===== src/rtl/regression_pkg.sv =====
// Shared definitions for the regression sample loader: FSM state encoding,
// default widths and a helper that sizes the watchdog counter.
package regression_pkg;

  localparam int DEF_DATA_W = 20;
  localparam int DEF_ADDR_W = 8;

  typedef enum logic [2:0] {
    FILL      = 3'd0,
    KICK      = 3'd1,
    WAIT_ACK  = 3'd2,
    WAIT_DONE = 3'd3,
    HOLD      = 3'd4
  } loader_state_e;

  // Enough bits to count 0..timeout-1, never narrower than one bit.
  function automatic int wdogWidth(input int timeout);
    return (timeout > 1) ? $clog2(timeout) : 1;
  endfunction

endpackage


===== src/rtl/regression_sample_loader_counter.sv =====
// Up-counter with synchronous active-low clear, count enable and a
// terminal-count flag; an enabled count at terminal value wraps to zero.
module loader_counter #(
  parameter int W = 8
) (
  input  logic         clk,
  input  logic         clr_n_i,
  input  logic         en_i,
  input  logic [W-1:0] term_i,
  output logic [W-1:0] count_o,
  output logic         tc_o
);

  logic [W-1:0] count_q;
  logic [W-1:0] count_d;

  assign tc_o    = (count_q == term_i);
  assign count_o = count_q;

  always_comb begin
    count_d = count_q;
    if (en_i) begin
      count_d = tc_o ? '0 : count_q + W'(1);
    end
  end

  always_ff @(posedge clk) begin
    if (!clr_n_i) begin
      count_q <= '0;
    end else begin
      count_q <= count_d;
    end
  end

endmodule


===== src/rtl/regression_sample_loader.sv =====
// Host-side initiator for the regression engine: fills the sample memory,
// kicks the engine over Start/Ready, and holds the captured result for a consumer.
module regression_sample_loader
  import regression_pkg::*;
#(
  parameter int DATA_W    = DEF_DATA_W,
  parameter int ADDR_W    = DEF_ADDR_W,
  parameter int N_SAMPLES = 150,
  parameter int TIMEOUT   = 4096
) (
  input  logic              clk,
  input  logic              rst,
  input  logic              in_valid,
  output logic              in_ready,
  input  logic [DATA_W-1:0] in_x,
  input  logic [DATA_W-1:0] in_y,
  output logic              mem_we,
  output logic [ADDR_W-1:0] mem_addr,
  output logic [DATA_W-1:0] mem_x,
  output logic [DATA_W-1:0] mem_y,
  output logic              eng_start,
  input  logic              eng_ready,
  input  logic [DATA_W-1:0] eng_b0,
  input  logic [DATA_W-1:0] eng_b1,
  input  logic [DATA_W-1:0] eng_err,
  output logic              res_valid,
  input  logic              res_ready,
  output logic [DATA_W-1:0] res_b0,
  output logic [DATA_W-1:0] res_b1,
  output logic [DATA_W-1:0] res_err,
  output logic              timeout,
  output logic              busy
);

  localparam int                WDOG_W    = wdogWidth(TIMEOUT);
  localparam logic [ADDR_W-1:0] LAST_ADDR = ADDR_W'(N_SAMPLES - 1);
  localparam logic [WDOG_W-1:0] WDOG_LAST = WDOG_W'(TIMEOUT - 1);

  loader_state_e     state_q, state_d;
  logic              ack_seen_q, ack_seen_d;
  logic [DATA_W-1:0] b0_q, b0_d;
  logic [DATA_W-1:0] b1_q, b1_d;
  logic [DATA_W-1:0] err_q, err_d;
  logic              timeout_q, timeout_d;

  logic              beat;
  logic              in_done_wait;
  logic [ADDR_W-1:0] wr_cnt;
  logic              wr_last;
  logic [WDOG_W-1:0] wdog_count_unused;
  logic              wdog_last;

  assign beat         = (state_q == FILL) && in_valid;
  assign in_done_wait = (state_q == WAIT_DONE);

  loader_counter #(.W(ADDR_W)) u_wr_cnt (
    .clk     (clk),
    .clr_n_i (rst),
    .en_i    (beat),
    .term_i  (LAST_ADDR),
    .count_o (wr_cnt),
    .tc_o    (wr_last)
  );

  // Watchdog is held at zero outside WAIT_DONE so every wait starts fresh.
  loader_counter #(.W(WDOG_W)) u_wdog (
    .clk     (clk),
    .clr_n_i (rst && in_done_wait),
    .en_i    (in_done_wait),
    .term_i  (WDOG_LAST),
    .count_o (wdog_count_unused),
    .tc_o    (wdog_last)
  );

  always_comb begin
    state_d    = state_q;
    ack_seen_d = 1'b0;
    b0_d       = b0_q;
    b1_d       = b1_q;
    err_d      = err_q;
    timeout_d  = timeout_q;
    in_ready   = 1'b0;
    mem_we     = 1'b0;
    mem_addr   = '0;
    mem_x      = '0;
    mem_y      = '0;
    eng_start  = 1'b0;
    res_valid  = 1'b0;
    case (state_q)
      FILL: begin
        in_ready = 1'b1;
        if (in_valid) begin
          mem_we   = 1'b1;
          mem_addr = wr_cnt;
          mem_x    = in_x;
          mem_y    = in_y;
          if (wr_last) begin
            state_d = KICK;
          end
        end
      end
      KICK: begin
        if (eng_ready) begin
          eng_start = 1'b1;
          state_d   = WAIT_ACK;
        end
      end
      // Two consecutive Ready-high cycles mean the engine missed Start.
      WAIT_ACK: begin
        if (!eng_ready) begin
          state_d = WAIT_DONE;
        end else if (ack_seen_q) begin
          state_d = KICK;
        end else begin
          ack_seen_d = 1'b1;
        end
      end
      WAIT_DONE: begin
        if (eng_ready) begin
          b0_d    = eng_b0;
          b1_d    = eng_b1;
          err_d   = eng_err;
          state_d = HOLD;
        end else if (wdog_last) begin
          timeout_d = 1'b1;
          state_d   = FILL;
        end
      end
      HOLD: begin
        res_valid = 1'b1;
        if (res_ready) begin
          state_d = FILL;
        end
      end
      default: begin
        state_d = FILL;
      end
    endcase
  end

  always_ff @(posedge clk) begin
    if (!rst) begin
      state_q    <= FILL;
      ack_seen_q <= 1'b0;
      b0_q       <= '0;
      b1_q       <= '0;
      err_q      <= '0;
      timeout_q  <= 1'b0;
    end else begin
      state_q    <= state_d;
      ack_seen_q <= ack_seen_d;
      b0_q       <= b0_d;
      b1_q       <= b1_d;
      err_q      <= err_d;
      timeout_q  <= timeout_d;
    end
  end

  assign res_b0  = b0_q;
  assign res_b1  = b1_q;
  assign res_err = err_q;
  assign timeout = timeout_q;
  assign busy    = (state_q != FILL);

endmodule


===== config.mk =====
export PLATFORM = sky130hd
export DESIGN_NAME = regression_sample_loader
export DESIGN_NICKNAME = d
export VERILOG_FILES = /design/src/rtl/regression_pkg.sv /design/src/rtl/regression_sample_loader_counter.sv /design/src/rtl/regression_sample_loader.sv
export SDC_FILE = /design/constraint.sdc
export NUM_CORES = 1
export LEC_CHECK = 0
export CORE_MARGIN = 5
export CORE_UTILIZATION = 43
export CTS_CLUSTER_SIZE = 28
export DETAILED_ROUTE_END_ITERATION = 8
export PLACE_DENSITY = 0.85
export SYNTH_ARGS = -nofsm -noshare
export SYNTH_HDL_FRONTEND = slang
export SYNTH_HIERARCHICAL = 1
export SYNTH_SLANG_ARGS = --single-unit

===== constraint.sdc =====
create_clock -name clk -period 4.9 [get_ports clk]
set_clock_uncertainty 0.1 [all_clocks]
set_input_delay 0.49 -clock clk [delete_from_list [all_inputs] [get_ports clk]]
set_output_delay 0.49 -clock clk [all_outputs]
set_load 0.005 [all_outputs]

==> results of run 1 <==
## worst max-delay path, cell delays in order
cell	delay [ps]
clkdlybuf4s50_1	1220
and2_1	410
clkdlybuf4s50_1	580
## registers in the layout, indices dropped and copies added (netlist names)
signal,count
res_b0,20
res_b1,20
res_err,20
u_wdog/count_o,12
u_wr_cnt/count_o,8
state_q,3
ack_seen_q,1
timeout,1
## cells by family (layout without fill, tap and decap cells)
group / count (synthesis) / in the layout / synth area share
simple gates: 242 / 242 / 0.298
flops: 85 / 85 / 0.414
compound gates: 80 / 80 / 0.146
buf+inv: 45 / 244 / 0.0575
xor+xnor: 33 / 33 / 0.0703
mux: 3 / 3 / 0.00730
fa+ha+maj: 2 / 2 / 0.00608
other cells: 2 / 20 / 0.00183
## routing by layer
metal  vias up  wire (µm)
met5         -          0
met4         0        408
met3        27       1080
met2       173       6120
met1      1873       4450
li1       2056          -
## cell type report
type | instances | area share
multi-input combinational | 380 | 0.343
timing repair buffer | 221 | 0.335
sequential | 85 | 0.259
tap | 129 | 0.0246
clock buffer | 9 | 0.0188
clock inverter | 7 | 0.0160
inverter | 7 | 0.00400
## cell usage after synthesis (all sizes together), types with 2 or more instances
master	count	area (µm²)
nand2	129	484
dfxtp	85	1700
a21boi	60	450
and3	56	350
xnor2	30	263
buf	19	138
clkbuf	19	72.6
nor2	16	60.1
nand4	10	83.8
a211oi	7	57.6
inv	7	26.3
nand3	7	35.0
nor3	7	51.3
nor4	7	77.6
o21ai	7	35.0
mux2i	3	30.0
nor3b	3	22.5
xor2	3	26.3
a21oi	2	10.0
and2	2	12.5
conb	2	7.51
ha	2	25.0
nor4b	2	17.5
o21a	2	15.0
## worst min path at each step
stage                 end  slack (ps)  cells past startpoint        from
3_3_place_gp   res_b0[17]         340                      2  res_b0[17]
3_5_place_dp   res_b0[18]         340                      2  res_b0[18]
2_1_floorplan   res_b0[0]         350                      2   res_b0[0]
5_1_grt        res_b0[18]         370                      2  res_b0[18]
6_report       res_b0[18]         350                      2  res_b0[18]
4_1_cts         res_b0[6]         360                      2   res_b0[6]
## stage by stage
stage	utilization	area, µm²	power, µW	std cells	hold WS, ps
after floorplan	-	4180	803	510	351
after global placement	0.683	6340	963	822	339
after detailed placement	0.683	6340	966	822	344
after CTS	0.708	6570	1530	838	357
after global routing	0.708	6570	1580	838	374
final	0.708	6570	1510	838	355
## power by group through the flow
stage / sequential, µW / combinational, µW / clock, µW
2_1_floorplan: 713 / 90.5 / 0
4_1_cts: 701 / 251 / 574
3_3_place_gp: 717 / 245 / 0
6_report: 701 / 248 / 557
3_5_place_dp: 717 / 249 / 0
5_1_grt: 703 / 269 / 609
==> results.py, run 1 <==
metrics = {
    "global_route": {
        "grt.total_usage": 0.203,
        "grtUsageMet2": 0.373,
        "grt_max_degree": 69,
        "met1_usage": 0.209,
        "grt_use_met3": 0.0630,
        "top_usage_layer": "met2",
        "grt_pass1_vias": 4028,
        "antenna_found_initial": 0,
        "grt_pass1_wl_um": 19000,
        "gr-total-overflow": 0,
    },
    "floorplanning": {
        "die_area_mm2": 0.0116,
        "num_rows": 35,
        "die_h_um": 108,
        "start_util": 0.443,
        "core_area_mm2": 0.00928,
        "io_pins": 219,
        "die_w_um": 108,
    },
    "sta": {
        "relSlewSlack": 0.248,
        "setup_violations": 0,
        "rsz0062_at_grt": "no",
        "setup_ws_ps": 1600,
        "drv_slew": 0,
        "fin_crit_ps": 3300,
        "max_freq_mhz": 303,
        "worst_pin_slew_ps": 1120,
        "fin_crit_sh": 0.673,
        "finalHoldViolCount": 0,
        "fin_setup_tns_ps": 0,
    },
    "cts": {
        "cts_buffer_depth": 2,
        "htree_levels": 3,
        "clock-sinks": 85,
        "cts_tree": "built",
        "cts-resized-gates": 0,
        "clk_pin_slew_ps": 80,
        "cts_buffers": 9,
        "clock_latency_ps": 340,
        "root_buffer": "clkbuf_8",
        "postCtsSetupBuffers": 0,
        "postCtsHoldBufs": 0,
    },
    "final_layout": {
        "regArea_mm2": 0.00170,
        "multiInputGateArea_mm2": 0.00225,
        "syn_to_final_growth_pct": 59.8,
        "n_antenna_cell": 0,
        "drive_gt1_frac": 0.0480,
        "mostFrequentLayoutCell": "clkdlybuf4s50_1",
        "num-fill-cells": 767,
        "final_cell_mix": "clkdlybuf4s50_1, nand2_1, dfxtp_1",
        "layout.nets": 811,
    },
    "placed_design": {
        "io_buffers": 218,
        "place_congestion": 0.828,
        "dpl.hpwl_um": 9210,
        "place_ws_ps": 1600,
    },
    "setup_path": {
        "critPathArrivalTime_ps": 2710,
        "rrSetupSlack_ps": 2530,
        "crit_type": "in2out",
        "regToRegStartpoint": "state_q[1]",
        "critPathCapture": "mem_we",
        "crit_required_ps": 4310,
        "r2r_cells": 6,
        "crit_path_end_kind": "output pin",
        "crit_path_start_kind": "primary input",
        "worstReg2RegEnd": "u_wdog/count_o[11]",
        "startpoint": "in_valid",
        "crit_fanout": 50,
    },
    "yosys": {
        "ys_async_sr_fraction": 0,
        "synth-edff-count": 0,
        "synth_flop_cell": "dfxtp_1",
        "netlist_area_mm2": 0.00411,
        "yosys.cell_types.count": 42,
        "yosysWarningCount": 6,
        "postSynthCellCount": 492,
        "syn-mean-instance-area_um2": 8.36,
        "yosys_register_bits": 85,
        "ys_seq_area_frac": 0.414,
    },
    "power": {
        "p_sw_uw": 350,
        "p_sw_frac": 0.232,
        "seq_power_share": 0.466,
        "p_leak_uw": 0.00243,
        "power_frac_comb": 0.165,
        "clock_power_share": 0.370,
        "p_per_area_mw_per_mm2": 229,
        "ir_worst_vdd_v": 0.000172,
        "p_int_uw": 1160,
    },
    "route": {
        "antenna_left": 0,
        "drt_iter0_markers": 202,
        "detail_route.wl_per_cell_um": 14.4,
        "vias": 4129,
        "drt-total-wl_um": 12100,
        "drcViolationCount": 0,
        "drt-vias-per-instance": 4.93,
        "drt_first_pass_iters": 4,
    },
    "run_status": {
        "outcome": "completed",
    },
    "hold_path": {
        "hp-class": "reg2reg",
    },
    "flow_run": {
        "cap_violations": 0,
    },
}
Note: power is estimated with default switching activity, not from simulation.
==> run 2: changes to the inputs <==
--- a/config.mk
+++ b/config.mk
@@ -6,10 +6,10 @@
 export NUM_CORES = 1
 export LEC_CHECK = 0
 export CORE_MARGIN = 5
-export CORE_UTILIZATION = 43
+export CORE_UTILIZATION = 36
 export CTS_CLUSTER_SIZE = 28
 export DETAILED_ROUTE_END_ITERATION = 8
-export PLACE_DENSITY = 0.85
+export PLACE_DENSITY = 0.76
 export SYNTH_ARGS = -nofsm -noshare
 export SYNTH_HDL_FRONTEND = slang
 export SYNTH_HIERARCHICAL = 1
==> constraint.sdc (replaced) <==
create_clock -name clk -period 3 [get_ports clk]
set_clock_uncertainty 0.1 [all_clocks]
set_input_delay 0.3 -clock clk [delete_from_list [all_inputs] [get_ports clk]]
set_output_delay 0.3 -clock clk [all_outputs]
set_load 0.005 [all_outputs]
==> results.py, run 2 (same netlist as run 1, synthesis figures left out) <==
metrics = {
    "route": {
        "drt_first_pass_iters": 4,
        "antenna_left": 0,
        "drt-total-wl_um": 12900,
        "vias": 4182,
        "detail_route.wl_per_cell_um": 15.1,
        "drcViolationCount": 0,
        "drt-vias-per-instance": 4.88,
        "drt_iter0_markers": 205,
    },
    "setup_path": {
        "crit_path_end_kind": "output pin",
        "crit_path_start_kind": "flop",
        "regToRegStartpoint": "state_q[0]",
        "crit_type": "reg2out",
        "cp_slowest_stage_delay_ps": 500,
        "worstReg2RegEnd": "u_wr_cnt/count_o[7]",
        "path_cells": "nor3_4, buf_4, and3_1, clkdlybuf4s50_1",
        "slowest_stage": "clkdlybuf4s50_1",
        "crit_required_ps": 2600,
        "crit_family": "buffers and inverters",
        "r2r_cells": 6,
        "rrSetupSlack_ps": 760,
        "path_buf_inv": 2,
        "critPathArrivalTime_ps": 2300,
        "crit_fanout": 25,
    },
    "sta": {
        "fin_crit_sh": 0.899,
        "fin_crit_ps": 2700,
        "rsz0062_at_grt": "no",
        "fin_setup_tns_ps": 0,
        "holdWs_ps": 351,
        "setup_violations": 0,
        "relSlewSlack": 0.553,
        "worst_pin_slew_ps": 666,
        "max_freq_mhz": 371,
        "finalHoldViolCount": 0,
        "drv_slew": 0,
    },
    "hold_path": {
        "min_to": "res_b1[5]",
        "worstHoldStart": "res_b1[5]",
        "min_path_cells": 2,
        "hp-class": "reg2reg",
    },
    "cts": {
        "postCtsSetupBuffers": 0,
        "clock-sinks": 85,
        "cts_buffer_depth": 2,
        "cts_tree": "built",
        "clock_latency_ps": 330,
        "postCtsHoldBufs": 0,
        "clk_pin_slew_ps": 60,
        "root_buffer": "clkbuf_16",
        "cts_buffers": 9,
        "htree_levels": 3,
    },
    "final_layout": {
        "n_antenna_cell": 0,
        "drive_gt1_frac": 0.0546,
        "layout.nets": 816,
        "final_cell_mix": "clkdlybuf4s50_1, nand2_1, dfxtp_1",
        "mostFrequentLayoutCell": "clkdlybuf4s50_1",
        "num-fill-cells": 1020,
        "utilization": 0.593,
        "syn_to_final_growth_pct": 63.2,
    },
    "global_route": {
        "gr-total-overflow": 0,
        "grt.total_usage": 0.189,
        "grt_pass1_wl_um": 20300,
        "grt_max_degree": 68,
        "antenna_found_initial": 0,
        "grt_pass1_vias": 4184,
    },
    "placed_design": {
        "io_buffers": 218,
        "dpl.hpwl_um": 9830,
        "place_congestion": 0.823,
    },
    "power": {
        "ir_worst_vdd_v": 0.000232,
        "p_leak_uw": 0.00248,
        "p_per_area_mw_per_mm2": 394,
    },
    "floorplanning": {
        "start_util": 0.363,
        "die_h_um": 117,
        "io_pins": 219,
        "core_area_mm2": 0.0113,
        "die_area_mm2": 0.0137,
        "num_rows": 39,
        "die_w_um": 117,
    },
    "run_status": {
        "outcome": "completed",
    },
    "flow_run": {
        "cap_violations": 0,
    },
}
-- run 2: how the worst max path moves through the flow --
| stage | from | endpoint | slack, ps | depth (start not counted) |
|---|---|---|---|---|
| global route | state_q[0] | mem_x[3] | 140 | 4 |
| floorplan | state_q[1] | u_wr_cnt/count_o[7] | 960 | 9 |
| CTS | state_q[0] | mem_y[17] | 160 | 4 |
| finish | state_q[0] | mem_y[17] | 300 | 4 |
| global placement | state_q[2] | mem_y[11] | 610 | 4 |
| detailed placement | state_q[0] | mem_y[17] | 520 | 4 |
-- run 2: what timing repair did --
item,CTS,global route
setup endpoints to repair,0,18
hold endpoints to repair,0,0
resized for setup,0,0
-- run 2: metrics by stage --
stage          total power, µW  area (µm²)  std cells  setup WS [ps]
2_1_floorplan             1310        4180        510            959
3_3_place_gp              1580        6400        840            610
3_5_place_dp              1590        6400        840            524
4_1_cts                   2670        6700        856            162
5_1_grt                   2760        6710        857            144
6_report                  2640        6710        857            302
-- run 2: tightest hold or removal path: cells and delay by family, from the launching register on --
kind	cells	cell delay (ps)
compound gates	1	50
flops	1	310
simple gates	1	50
-- run 2: final cells by class --
cell class	instances	area [µm²]	share of cell area
clock buffers	12	267	0.0397
clock inverters	4	30.0	0.00448
multi-input cells	381	2260	0.337
inverters	7	26.3	0.00392
flip-flops and latches	85	1700	0.254
well taps	143	179	0.0267
repair buffers	225	2240	0.334
-- run 2: report_power, final --
part	internal, µW	total, µW	leakage (µW)	switching, µW
registers	1130	1150	0.000685	14.8
clock network	632	1080	0.000145	445
logic	278	418	0.00165	140
-- run 2: per-layer routing --
metal / vias up / part of all wire / global-route usage
li1: 2074 / - / -
met1: 1893 / 0.36 / 0.193
met2: 185 / 0.51 / 0.346
met3: 30 / 0.098 / 0.0596
met4: 0 / 0.033 / 0.0948
met5: - / 0 / 0
==> run 3: changes to the inputs <==
==> constraint.sdc (replaced) <==
create_clock -name clk -period 2.2 [get_ports clk]
set_clock_uncertainty 0.1 [all_clocks]
set_input_delay 0.22 -clock clk [delete_from_list [all_inputs] [get_ports clk]]
set_output_delay 0.22 -clock clk [all_outputs]
set_load 0.005 [all_outputs]
==> results.py, run 3 (same netlist as run 1, synthesis figures left out) <==
metrics = {
    "setup_path": {
        "path_buf_inv": 4,
        "crit_family": "buffers and inverters",
        "crit_required_ps": 1880,
        "cp_slowest_stage_delay_ps": 510,
        "crit_type": "reg2out",
        "r2r_cells": 9,
        "path_cells": "buf_4, nor3_4, buf_6, buf_12, and3_1, clkdlybuf4s50_1",
        "crit_fanout": 13,
        "slowest_stage": "clkdlybuf4s50_1",
        "critPathArrivalTime_ps": 1930,
        "regToRegStartpoint": "state_q[1]",
        "worstReg2RegEnd": "u_wr_cnt/count_o[0]",
        "crit_path_start_kind": "flop",
        "crit_path_end_kind": "output pin",
        "rrSetupSlack_ps": 180,
    },
    "power": {
        "seq_power_share": 0.418,
        "clock_power_share": 0.410,
        "ir_worst_vdd_v": 0.000415,
        "p_per_area_mw_per_mm2": 539,
        "power_frac_comb": 0.172,
        "p_leak_uw": 0.00295,
        "p_sw_frac": 0.226,
        "p_int_uw": 2890,
        "p_sw_uw": 844,
    },
    "cts": {
        "cts_buffers": 9,
        "htree_levels": 3,
        "postCtsHoldBufs": 0,
        "root_buffer": "clkbuf_16",
        "clk_pin_slew_ps": 60,
        "cts_tree": "built",
        "clock-sinks": 85,
        "clock_latency_ps": 330,
        "cts_buffer_depth": 2,
    },
    "sta": {
        "max_freq_mhz": 444,
        "fin_crit_sh": 1.02,
        "finalHoldViolCount": 0,
        "relSlewSlack": 0.620,
        "rsz0062_at_grt": "yes",
        "setup_ws_ps": -49.9,
        "setup_violations": 2,
        "drv_slew": 0,
        "fin_crit_ps": 2250,
        "worst_pin_slew_ps": 570,
        "holdWs_ps": 317,
    },
    "global_route": {
        "grt_pass1_wl_um": 21000,
        "antenna_found_initial": 0,
        "grt_max_degree": 68,
        "grt_pass1_vias": 4328,
        "grt.total_usage": 0.195,
        "gr-total-overflow": 0,
    },
    "flow_run": {
        "cap_violations": 0,
    },
    "final_layout": {
        "syn_to_final_growth_pct": 68.5,
        "mostFrequentLayoutCell": "clkdlybuf4s50_1",
        "fin_area_mm2": 0.00693,
        "final_cell_mix": "clkdlybuf4s50_1, nand2_1, dfxtp_1",
        "layout.nets": 827,
        "n_antenna_cell": 0,
        "drive_gt1_frac": 0.0731,
    },
    "route": {
        "drt_iter0_markers": 187,
        "drcViolationCount": 0,
        "antenna_left": 0,
        "drt-vias-per-instance": 4.89,
        "vias": 4246,
        "detail_route.wl_per_cell_um": 15.3,
        "drt_first_pass_iters": 4,
        "drt-total-wl_um": 13200,
    },
    "floorplanning": {
        "io_pins": 219,
        "core_area_mm2": 0.0113,
        "die_h_um": 117,
        "die_w_um": 117,
        "num_rows": 39,
        "start_util": 0.363,
        "die_area_mm2": 0.0137,
    },
    "placed_design": {
        "dpl.hpwl_um": 9840,
        "place_congestion": 0.884,
        "io_buffers": 218,
        "place_area_mm2": 0.00648,
    },
    "hold_path": {
        "worstHoldStart": "rst",
        "min_to": "u_wdog/count_o[5]",
        "hp-class": "in2reg",
        "min_path_cells": 4,
    },
    "run_status": {
        "violations": "negative setup slack",
        "outcome": "complete, but fails checks",
    },
}
[run 3: tightest hold or removal path: stages]
cell,delay [ps]
buf_2,110
and3_1,230
o21ai_0,90
nor3_1,50
[run 3: metal layers]
layer  vias up  global-route usage  share of wire
li1       2092                   -              -
met4         0              0.0948          0.034
met5         -                   0              0
met2       190               0.363           0.51
met3        33              0.0545          0.088
met1      1931               0.200           0.37
[run 3: power by group through the flow]
stage / clock network, µW / logic [µW] / registers [µW]
3_3_place_gp: 0 / 589 / 1590
5_1_grt: 1650 / 694 / 1560
2_1_floorplan: 0 / 201 / 1590
3_5_place_dp: 0 / 594 / 1590
6_report: 1530 / 642 / 1560
4_1_cts: 1580 / 644 / 1560
[run 3: metrics by stage]
step           utilization  power, µW  TNS (ps)  cells  setup slack, ps
3_3_place_gp         0.572       2180         0    845              204
5_1_grt              0.612       3900      -296    868             -141
3_5_place_dp         0.572       2190         0    845              141
2_1_floorplan            -       1790         0    510              159
4_1_cts              0.607       3780     -1120    867            -77.6
6_report             0.612       3730     -96.2    868            -49.9
[run 3: how the worst max path moves through the flow]
stage / cells past startpoint / slack [ps] / endpoint / start
after detailed placement: 7 / 140 / u_wr_cnt/count_o[4] / in_valid
after floorplan: 9 / 160 / u_wr_cnt/count_o[7] / state_q[1]
after global placement: 7 / 200 / u_wr_cnt/count_o[7] / in_valid
after CTS: 6 / -80 / mem_addr[3] / state_q[1]
final: 6 / -50 / mem_x[11] / state_q[1]
after global routing: 6 / -140 / mem_x[11] / state_q[1]
[run 3: area by class of cell]
class	instances	area, µm²
clock buffers	10	239
clock inverters	6	71.3
fillers	987	4390
inverters	7	26.3
multi-input cells	380	2260
flip-flops and latches	85	1700
well taps	143	179
repair buffers	237	2450
[run 3: timing repair]
action,4_1_cts,5_1_grt
hold endpoints to repair,0,0
cloned,3,0
setup buffers,3,1
setup endpoints to repair,50,22
pin swaps,1,0
gates resized for setup,39,21
==> patch 1, RTL diff (flow settings as in run 3) <==
The package constant `DEF_ADDR_W` goes from 8 to 7.
--- a/src/rtl/regression_pkg.sv
+++ b/src/rtl/regression_pkg.sv
@@ -5,3 +5,3 @@
   localparam int DEF_DATA_W = 20;
-  localparam int DEF_ADDR_W = 8;
+  localparam int DEF_ADDR_W = 7;
 
Ports: changed (resized mem_addr); port bits go from 219 to 218. The function was not compared with the original's and may differ.
==> patch 1 against run 3 <==
  * Area after synthesis grew 11%
  * Sequential cell count shrank 1
  * Design area grew 4.6%
  * Die area grew 9.8%
  * Setup slack gained 0.14 ns
  * Total power grew 3.4%
  * Highest routed layer unchanged
  * Wire length grew 0.89%
==> patch 1: results (changes against run 3) <==
run_status: "complete, no violations"  # was finished with violations
cts_buffers: 9  # unchanged
synthFlopType: "dfxtp_1"  # unchanged
ys_top_cells_by_area: "dfxtp_1 (37%), a21boi_2 (15%), nand2_2 (8.1%)"  # was dfxtp_1 (41%), nand2_1 (12%), a21boi_1 (11%)
tightest_slew_ns: 0.5553  # was 0.5697 ns
dp_hpwl_mm: 10.22  # was 9.843 mm
crit_family: "buffers and inverters"  # unchanged
arrival_ns: 1.79  # was 1.93 ns
grt_use_total_pct: 17.77  # was 19.50%
yosys-top-cells-count: "dfxtp_1 (84), nand2_1 (69), a21boi_2 (59), nand2_2 (59), and3_1 (52)"  # was nand2_1 (129), dfxtp_1 (85), a21boi_1 (59)
cpMaxStageDelayCell: "clkdlybuf4s50_1"  # unchanged
place.gp.congestion: 0.8500  # was 0.8843
crit_fanout: 4  # was 13
drtIter0Drc: 240  # was 187
yosysSeqAreaShare_pct: 36.93  # was 41.38%
leakagePower_nw: 2.796  # was 2.951 nW
grt_pass1_vias: 4425  # was 4328
critPathMaxStageDelay_ns: 0.51  # about the same
placed_area_um2: 6912  # was 6479 µm²
cts.path.max_buffers: 2  # unchanged
diodes: 0  # unchanged
postCtsHoldBufs: 0  # unchanged
via_count: 4169  # was 4246
peakVddDrop_uv: 271.0  # was 414.5 µV
grt_pass1_wl_mm: 21.12  # was 21.01 mm
drc: 0  # unchanged
drive_gt1_share_pct: 25.07  # was 7.310%
yosysWarnings: 6  # unchanged
htreeDepth: 3  # unchanged
power_switching_mw: 0.9365  # was 0.8437 mW
port-buffer-count: 217  # was 218
wl_per_cell_um: 15.01  # was 15.26 µm
antenna_found_initial: 0  # unchanged
nets: 820  # was 827
dr.pass1.iters: 4  # unchanged
min_path_type: "in2reg"  # unchanged
grt_max_degree: 68  # unchanged
clk_latency_ns: 0.34
root_buffer: "clkbuf_16"  # unchanged
ys_types: 48  # was 42
clk_pin_slew_worst_paths_ns: 0.06  # about the same
[patch 1: final timing paths]
| check | start | end | slack [ns] | cells after the start |
|---|---|---|---|---|
| hold / removal | rst | u_wdog/count_o[5] | 0.29 | 4 |
| setup reg to reg | u_wr_cnt/count_o[3] | state_q[0] | 0.18 | 7 |
| hold reg to reg | res_b0[2] | res_b0[2] | 0.36 | 2 |
| setup / recovery | state_q[0] | mem_addr[3] | 0.09 | 4 |
[patch 1: stage by stage]
stage               util (%)  total power, mW  instances  setup WS (ns)
floorplan                  -            1.878        500        0.08433
global placement       55.22            2.360        867         0.1364
detailed placement     55.22            2.374        867        0.05889
CTS                    57.75            3.893        889        0.01380
global route           57.88            4.042        890       0.005256
finish                 57.88            3.858        890        0.09203
[patch 1: repair_timing]
action                                  in CTS  in global routing
pin swaps                                    1                  1
endpoints found under the hold margin        0                  0
buffers inserted                             5                  1
gates resized for setup                     51                  3
cloned                                       1                  0
endpoints found under the setup margin      46                  4
[patch 1: final cells by class]
cell class              count  area (µm²)
flip-flops and latches     84        1685
fillers                  1170        5273
well taps                 172       215.2
inverters                   7       26.28
clock inverters             6       65.06
multi-input cells         372        2651
repair buffers            239        2372
clock buffers              10       229.0
[patch 1: worst min-delay path, cell delays in order]
cell	delay, ns
buf_2	0.11
and3_2	0.24
o21ai_0	0.08
nor3_1	0.04
[patch 1: metal layers]
metal / vias up / GRT usage (%) / share of wire (%)
met5: - / 0 / 0
met4: 0 / 7.698 / 2.5
met3: 27 / 5.622 / 9.2
met2: 167 / 32.81 / 52
met1: 1882 / 18.38 / 36
li1: 2093 / - / -
[patch 1: logic make-up after synthesis]
group | after synthesis | synth area share (%)
adders and majority gates | 2 | 0.5495
AOI/OAI and AO/OA | 88 | 18.99
muxes | 3 | 0.6595
other | 2 | 0.1649
DFF | 84 | 36.93
buffers and inverters | 44 | 6.485
xor gates and xnor gates | 29 | 5.578
and+or+nand+nor | 231 | 30.64
[patch 1: power groups by stage]
stage | combinational, mW | sequential [mW] | clock, mW
detailed placement | 0.786 | 1.59 | 0
finish | 0.817 | 1.56 | 1.49
global placement | 0.774 | 1.59 | 0
CTS | 0.811 | 1.55 | 1.53
global route | 0.886 | 1.56 | 1.60
floorplan | 0.294 | 1.58 | 0
==> patch 2, RTL diff (settings of run 3) <==
Made on the original files. Encoding of `loader_state_e`: now one-hot (5 bits for 5 states).
--- a/src/rtl/regression_pkg.sv
+++ b/src/rtl/regression_pkg.sv
@@ -7,8 +7,8 @@
 
-  typedef enum logic [2:0] {
-    FILL      = 3'd0,
-    KICK      = 3'd1,
-    WAIT_ACK  = 3'd2,
-    WAIT_DONE = 3'd3,
-    HOLD      = 3'd4
+  typedef enum logic [4:0] {
+    FILL      = 5'b00001,
+    KICK      = 5'b00010,
+    WAIT_ACK  = 5'b00100,
+    WAIT_DONE = 5'b01000,
+    HOLD      = 5'b10000
   } loader_state_e;
Behaviour: no difference found for any inputs over 10 cycles, from zero or initial values and one cycle with rst low; not proved beyond that.
==> patch 2 against run 3 <==
  * Design area up 2.8%
  * Via count rose by 1.5%
  * Worst hold slack lost 0.0050 ns
  * Clock power up 7%
  * Sequential cell count is 2 higher
  * Wire length is essentially flat
  * Area after synthesis is 3.4% higher
  * Sequential power is 3% higher
  * Total power increased by 6.8%
  * Setup slack better by 0.16 ns
  * Critical path type unchanged
  * Count of clock-buffer cells in the layout rose by 1
==> patch 2: results (changes against run 3) <==
run_status: "complete, no violations"  # was finished with violations
leakagePower_nw: 2.908  # was 2.951 nW
drive_gt1_share_pct: 9.474  # was 7.310%
grt_pass1_vias: 4144  # was 4328
synth_xor_area_share_pct: 7.000  # was 7.028%
crit_fanout: 9  # was 13
synth_top_area_cell: "dfxtp_1"  # unchanged
yosysSeqAreaShare_pct: 40.94  # was 41.38%
grt_pass1_wl_mm: 20.64  # was 21.01 mm
relSlewSlack_pct: 63.07  # was 62.02%
dp_slack_ns: 0.06937  # was 0.1409 ns
nets: 862  # was 827
antenna_found_initial: 0  # unchanged
synthAdderAreaFrac_pct: 0.5882  # was 0.6085%
htreeDepth: 3  # unchanged
cpMaxStageDelayCell: "dfxtp_2"  # was clkdlybuf4s50_1
power_switching_mw: 0.8928  # was 0.8437 mW
dr.pass1.iters: 6  # was 4
ys_types: 48  # was 42
drtIter0Drc: 174  # was 187
peakVddDrop_uv: 485.2  # was 414.5 µV
vias_per_cell: 4.773  # was 4.892
clk_latency_ns: 0.33  # about the same
routed_wl_mm: 13.23  # was 13.24 mm
synth_compound_area_share_pct: 10.68  # was 14.57%
grt_max_degree: 129  # was 68
arrival_ns: 1.77  # was 1.93 ns
ys_top_cells_by_area: "dfxtp_1 (41%), nand3_1 (8.4%), and2_1 (7.2%)"  # was dfxtp_1 (41%), nand2_1 (12%), a21boi_1 (11%)
synth.avg_cell_area_um2: 8.213  # was 8.359 µm²
placedCellCount: 872  # was 845
synth_mux_area_share_pct: 0.7059  # was 0.7301%
dp_hpwl_mm: 9.695  # was 9.843 mm
wl_per_cell_um: 14.65  # was 15.26 µm
diodes: 0  # unchanged
critPathMaxStageDelay_ns: 0.35  # was 0.51 ns
place.gp.congestion: 0.8368  # was 0.8843
fin_ws_ns: 0.1085  # was -0.04994 ns
grt_use_total_pct: 17.52  # was 19.50%
drc: 0  # unchanged
yosys-top-cells-count: "dfxtp_1 (87), nand3_1 (71), nand2_1 (69)"  # was nand2_1 (129), dfxtp_1 (85), a21boi_1 (59)
cts.path.max_buffers: 2  # unchanged
yosysWarnings: 6  # unchanged
crit_family: "simple AND/OR/NAND/NOR gates"  # was buffers and inverters
patch 2: cell types whose count changed in the layout (fill, tap and decap cells not counted), moves of 30 or more:
| cell | run 3 | this run |
|---|---|---|
| and2_1 | 2 | 48 |
| o21ai_0 | 4 | 34 |
| nand2_1 | 129 | 69 |
| nand3_1 | 6 | 71 |
| a21boi_1 | 59 | 0 |
| and3_1 | 54 | 5 |
patch 2: cell families (layout without fill, tap and decap cells):
kind of cell    after synthesis  count (layout)
flops                        87              87
mux                           3               3
fa+ha+maj                     2               2
compound gates               81              81
buf+inv                      48             272
other cells                   2              20
simple gates                261             261
xor+xnor                     34              34
patch 2: per-layer routing:
layer	vias up	global-route usage [%]	wire length, µm
li1	2208	-	-
met1	1966	19.79	5213
met2	114	31.83	6944
met3	22	5.014	813
met4	0	5.358	262
met5	-	0	0
patch 2: power by group through the flow:
stage	registers, mW	clock network (mW)	logic [mW]
2_1_floorplan	1.64	0	0.271
3_3_place_gp	1.64	0	0.674
3_5_place_dp	1.64	0	0.689
4_1_cts	1.61	1.68	0.696
5_1_grt	1.61	1.74	0.802
6_report	1.61	1.64	0.743
patch 2: layout make-up:
class	count	area, µm²
clock buffers	11	242.7
clock inverters	5	81.33
fillers	986	4397
inverters	7	26.28
multi-input cells	401	2337
flip-flops and latches	87	1748
well taps	143	178.9
repair buffers	249	2505
patch 2: per-stage QoR:
| stage | setup TNS, ns | instance area [µm²] |
|---|---|---|
| global route | 0 | 7119 |
| finish | 0 | 7119 |
| floorplan | 0 | 4322 |
| detailed placement | 0 | 6575 |
| global placement | 0 | 6575 |
| CTS | -0.3987 | 6924 |
patch 2: path summary, 6_finish.rpt:
path / start / endpoint / slack, ns / cells past startpoint
setup reg to reg: state_q[0] / u_wdog/count_o[0] / 0.14 / 8
hold reg to reg: res_err[14] / res_err[14] / 0.35 / 2
hold / removal: rst / u_wdog/count_o[0] / 0.31 / 4
setup / recovery: state_q[1] / mem_y[2] / 0.11 / 6
patch 2: repair_timing:
action | CTS | global route
endpoints found under the setup margin | 50 | 27
pin swaps | 2 | 1
gates cloned | 0 | 2
resized for setup | 45 | 24
buffers inserted | 3 | 10
patch 2: worst min-delay path: stages:
cell	delay, ns
buf_4	0.11
and2_2	0.20
nand3_1	0.10
o21ai_1	0.08
